## config.mk

```make
export PLATFORM = sky130hd
export DESIGN_NAME = seq_det_prog
export DESIGN_NICKNAME = d
export VERILOG_FILES = /design/src/rtl/seq_det_pkg.sv /design/src/rtl/seq_det_sat_cnt.sv /design/src/rtl/seq_det_prog.sv
export SDC_FILE = /design/constraint.sdc
export NUM_CORES = 1
export LEC_CHECK = 0
export CAP_MARGIN = 25
export CORE_ASPECT_RATIO = 1.75
export CORE_MARGIN = 1
export CORE_UTILIZATION = 35
export DETAILED_ROUTE_END_ITERATION = 10
export GPL_TIMING_DRIVEN = 0
export PLACE_DENSITY_LB_ADDON = 0.2
export SLEW_MARGIN = 5
export SYNTH_ARGS = -nofsm -noshare
export SYNTH_HDL_FRONTEND = slang
export SYNTH_SLANG_ARGS = --single-unit
```

## constraint.sdc

```tcl
create_clock -name clk -period 3.8 [get_ports clk]
set_input_delay 0.76 -clock clk [delete_from_list [all_inputs] [get_ports clk]]
set_output_delay 0.76 -clock clk [all_outputs]
set_load 0.1 [all_outputs]
```

## src/rtl/seq_det_pkg.sv

```systemverilog
// Shared types and constants for the programmable serial sequence detector.
package seq_det_pkg;

   localparam int PAT_W_MAX = 32;
   localparam int CNT_W_DEF = 8;

   // Enough bits to hold every value from 0 to pat_w.
   function automatic int fill_width(input int pat_w);
      return $clog2(pat_w + 1);
   endfunction

   // Shadow configuration. Pattern and mask are zero-extended to the maximum width.
   typedef struct packed {
      logic [PAT_W_MAX-1:0] pattern;
      logic [PAT_W_MAX-1:0] mask;
      logic                 overlap;
   } cfg_t;

endpackage

```

## src/rtl/seq_det_sat_cnt.sv

```systemverilog
// Generic up-counter with synchronous clear that saturates at MAX instead of wrapping.
module seq_det_sat_cnt #(
   parameter int           W   = 8,
   parameter logic [W-1:0] MAX = '1
) (
   input  logic         clk,
   input  logic         reset,
   input  logic         clr,
   input  logic         inc,
   output logic [W-1:0] cnt
);

   // Clear takes priority over increment.
   always_ff @(posedge clk or negedge reset) begin
      if (!reset) begin
         cnt <= '0;
      end else if (clr) begin
         cnt <= '0;
      end else if (inc && (cnt < MAX)) begin
         cnt <= cnt + W'(1);
      end
   end

endmodule

```

## src/rtl/seq_det_prog.sv

```systemverilog
// Serial sequence detector with a runtime pattern, don't-care mask and overlap mode.
// Define SEQ_DET_STICKY_EN to add the det_clr input and the sticky det_flag output.
module seq_det_prog
   import seq_det_pkg::*;
#(
   parameter int PAT_W = 12,
   parameter int CNT_W = CNT_W_DEF
) (
   input  logic             clk,
   input  logic             reset,
   input  logic             x_vld,
   input  logic             x_in,
   input  logic             cfg_load,
   input  logic [PAT_W-1:0] cfg_pattern,
   input  logic [PAT_W-1:0] cfg_mask,
   input  logic             cfg_overlap,
`ifdef SEQ_DET_STICKY_EN
   input  logic             det_clr,
   output logic             det_flag,
`endif
   output logic             det_out,
   output logic [CNT_W-1:0] det_cnt,
   output logic             fill_ok
);

   localparam int                FILL_W   = fill_width(PAT_W);
   localparam logic [FILL_W-1:0] FILL_MAX = FILL_W'(PAT_W);
   localparam logic [FILL_W-1:0] FILL_PRE = FILL_W'(PAT_W - 1);

   cfg_t                 cfg_q;
   cfg_t                 cfg_in;
   logic [PAT_W-1:0]     shift_q;
   logic [PAT_W-1:0]     nxt_shift;
   logic [PAT_W_MAX-1:0] window;
   logic [FILL_W-1:0]    fill;
   logic                 sample;
   logic                 hit;
   logic                 fill_clr;
   logic                 fill_ok_nxt;

   // A load cycle swallows any bit presented alongside it.
   always_comb begin
      cfg_in                    = '0;
      cfg_in.pattern[PAT_W-1:0] = cfg_pattern;
      cfg_in.mask[PAT_W-1:0]    = cfg_mask;
      cfg_in.overlap            = cfg_overlap;
      sample                    = x_vld & ~cfg_load;
      nxt_shift                 = {shift_q[PAT_W-2:0], x_in};
      window                    = '0;
      window[PAT_W-1:0]         = nxt_shift;
      hit = sample && (fill >= FILL_PRE)
            && (((window ^ cfg_q.pattern) & cfg_q.mask) == '0);
      fill_clr = cfg_load | (hit & ~cfg_q.overlap);
      fill_ok_nxt = fill_ok;
      if (fill_clr) begin
         fill_ok_nxt = 1'b0;
      end else if (sample) begin
         fill_ok_nxt = (fill >= FILL_PRE);
      end
   end

   seq_det_sat_cnt #(
      .W   (FILL_W),
      .MAX (FILL_MAX)
   ) u_fill_cnt (
      .clk   (clk),
      .reset (reset),
      .clr   (fill_clr),
      .inc   (sample),
      .cnt   (fill)
   );

   seq_det_sat_cnt #(
      .W (CNT_W)
   ) u_det_cnt (
      .clk   (clk),
      .reset (reset),
      .clr   (cfg_load),
      .inc   (hit),
      .cnt   (det_cnt)
   );

   always_ff @(posedge clk or negedge reset) begin
      if (!reset) begin
         cfg_q   <= '0;
         shift_q <= '0;
         det_out <= 1'b0;
         fill_ok <= 1'b0;
      end else begin
         det_out <= hit;
         fill_ok <= fill_ok_nxt;
         if (cfg_load) begin
            cfg_q   <= cfg_in;
            shift_q <= '0;
         end else if (sample) begin
            shift_q <= nxt_shift;
         end
      end
   end

`ifdef SEQ_DET_STICKY_EN
   // A new match beats a simultaneous clear; a reload always clears.
   always_ff @(posedge clk or negedge reset) begin
      if (!reset) begin
         det_flag <= 1'b0;
      end else if (cfg_load) begin
         det_flag <= 1'b0;
      end else if (hit) begin
         det_flag <= 1'b1;
      end else if (det_clr) begin
         det_flag <= 1'b0;
      end
   end
`endif

endmodule

```

==> results.toml <==
[clock_network]
numClockSinks = 50
cts.root.buffer_cell = "clkbuf_16"
post_cts_hold_buffer_count = 0
post-cts-setup-buffer-count = 0
cts_buffers = 5
worst_setup_hold_path_clk_slew_ns = 0.07
cts_repair_resize_count = 0
clock_tree.buffer_depth = 2
tritoncts_clock_tree = "done"
clkLatencyLatePin_ns = 0.29
h-tree-depth = 2

[yosys]
synth.top_cell.area_share_pct = 53.48
synth_area_per_cell_um2 = 12.72
yosysMostFrequentCell = "dfrtp_1"
ys_types = 37
synth_cells = 184
async_flop_share_pct = 100.0
synth.ff_latch_count = 50
synth_fp_nets = 216
count_of_flip_flops_with_a_built_in_enable_after_synthesis = 0
syn-cell-area_um2 = 2340
synth.cells.most_frequent = "50 x dfrtp_1, 27 x mux2_2, 17 x nor2_1, 12 x mux2i_1, 12 x xor2_1"
post_synth_main_area_contributors = "dfrtp_1 53%, mux2_2 13%, mux2i_1 5.1%"
synth_sequential_area_ratio_pct = 53.48
synth.largest_area_cell = "dfrtp_1"
synth-main-ff-cell = "dfrtp_1"
synth_warnings = 0

[timing]
skew_ns = 0.006607
max_freq_mhz = 375.7
final_min_period_over_clock_period_pct = 70.05
rsz_0062_raised_after_global_routing = "false"
maxSlewHeadroom_pct = 35.46
report.final.hold_viol_count = 0
final.setup.tns_ns = 0
slew_violations = 0
period_minus_slack_ns = 2.662
tightest_slew_ns = 0.9650
setup_viol = 0

[setup_path]
crit_buf_inv = 1
arrival_ns = 1.90
cp_cell_sequence = "clkdlybuf4s50_1"
cp_top_delay_family = "buffers and inverters"
worst-path-max-fanout = 7
timing.critical_path.required_ns = 3.04
max_stage_delay_ns = 1.17
worst_setup_path_end_kind = "output port"
timing.critical_path.from_type = "register"
slowest_stage = "clkdlybuf4s50_1"
criticalPathCategory = "reg2out"

[die]
start_util_pct = 36.05
top_level_ports = 40
core_region_area_um2 = 6490
row_count = 39
die_area_um2 = 7029
die-height_um = 110.2
floorplan.die.width_um = 63.81

[cells_and_area]
fraction_of_final_layout_cells_with_drive_strength_greater_than_1_pct = 21.65
seq_area_um2 = 1251
flow.area_growth_from_synthesis_pct = 28.24
nNetsFinal = 262
stdcell_area_um2 = 3000
nFillCells = 620
multi_input_comb_area_um2 = 1031
antenna-diode-count = 0

[global_route]
global_route_wire_length_before_repair_um = 7928
largest_net_degree_at_the_start_of_global_routing = 27
grt-ovfl-total = 0
grt_pass1_vias = 1627
number_of_antenna_violations_at_the_first_check_in_global_routing = 0
grtUsageTotal_pct = 15.24

[detailed_routing]
dr_total_vias = 1573
detailed_router_iteration_count_before_antenna_repair = 4
drc = 0
drt_iter0_markers = 38
final_antenna_net_count = 0
viasPerCell = 5.026
detail_route.wirelength_um = 4687
avgRoutedWirePerCell_um = 14.97

[pwr]
static-leakage-power_nw = 1.280
pwr_dens_nw_per_um2 = 409.8
ir_worst_vdd_mv = 0.2726

[run_status]
outcome = "finished clean"

[place]
numPortBuffers = 38
detailedPlacementHpwl_um = 3620
gp_routability_congestion = 0.7117
dpl_cell_area_um2 = 2838

[flow_run]
cap_violations = 0

[min_path]
min-delay-path-class = "in2async"
[where the power goes]
group	total (mW)	leakage (nW)	internal, mW	switching (mW)
logic	0.147	0.562	0.0811	0.0662
registers	0.585	0.639	0.563	0.0222
clock network	0.497	0.0781	0.311	0.186
[cells by family after synthesis]
family | share of synthesized area, %
mux | 18.13
compound gates | 8.556
simple gates | 11.44
xor+xnor | 4.866
flops | 53.48
buf+inv | 2.459
fa+ha+maj | 1.069
[cell usage in the layout (no fill, tap or decap), types with 2 or more instances in the layout]
cell type / count
mux2i_1: 12
clkdlybuf4s50_1: 37
nand3_1: 5
dfrtp_1: 50
ha_1: 2
o31ai_1: 5
buf_2: 2
nand2_1: 2
clkbuf_1: 6
buf_6: 2
nor3_1: 4
xor2_1: 12
nor2b_1: 2
a21oi_1: 8
mux2_2: 27
a22oi_2: 5
and3_1: 2
clkbuf_16: 5
or4_1: 5
nor2_1: 17
[layout make-up]
class,count,area share [%]
Buffer,9,1.793
Clock buffer,7,4.420
Clock inverter,1,1.001
Inverter,1,0.1251
Multi-Input combinational cell,124,34.36
Sequential cell,50,41.70
Tap cell,82,3.420
Timing Repair Buffer,39,13.18
[layer usage]
metal	track usage [%]	wire (µm)
met1	17.28	1917
met4	6.818	95
met2	27.36	2532
met3	2.984	142
met5	0	0
[flip-flops by register name (all words and copies together) (netlist names)]
signal / count
u_fill_cnt.cnt: 4
u_det_cnt.cnt: 8
fill_ok: 1
cfg_q: 25
shift_q: 11
det_out: 1
[worst paths after layout]
kind / from / endpoint / slack, ns / depth (start not counted)
min in group clk: cfg_q[1]$_DFFE_PN0P_ / cfg_q[1]$_DFFE_PN0P_ / 0.53 / 1
worst max-delay path: u_det_cnt.cnt[4]$_DFFE_PN0P_ / det_cnt[4] / 1.14 / 1
worst min register to register: cfg_q[1]$_DFFE_PN0P_ / cfg_q[1]$_DFFE_PN0P_ / 0.53 / 1
worst min-delay path: reset / u_det_cnt.cnt[3]$_DFFE_PN0P_ / 0.47 / 1
max in group asynchronous: reset / shift_q[10]$_DFFE_PN0P_ / 2.79 / 2
worst max register to register: u_det_cnt.cnt[0]$_DFFE_PN0P_ / u_det_cnt.cnt[5]$_DFFE_PN0P_ / 1.79 / 7
[per-stage QoR]
step           total power, mW  setup slack (ns)  util (%)  instances  hold WS, ns
6_report                 1.229             1.138     46.23        313       0.4730
5_1_grt                  1.277             1.095     46.23        313       0.5170
4_1_cts                  1.243             1.119     46.23        313       0.4956
3_5_place_dp            0.7452             1.110     43.72        305       0.5171
3_3_place_gp            0.7417            0.3817     43.49        304       0.5100
2_1_floorplan           0.6802             1.427         -        184       0.4644
Power figures use the tool's default switching activity.
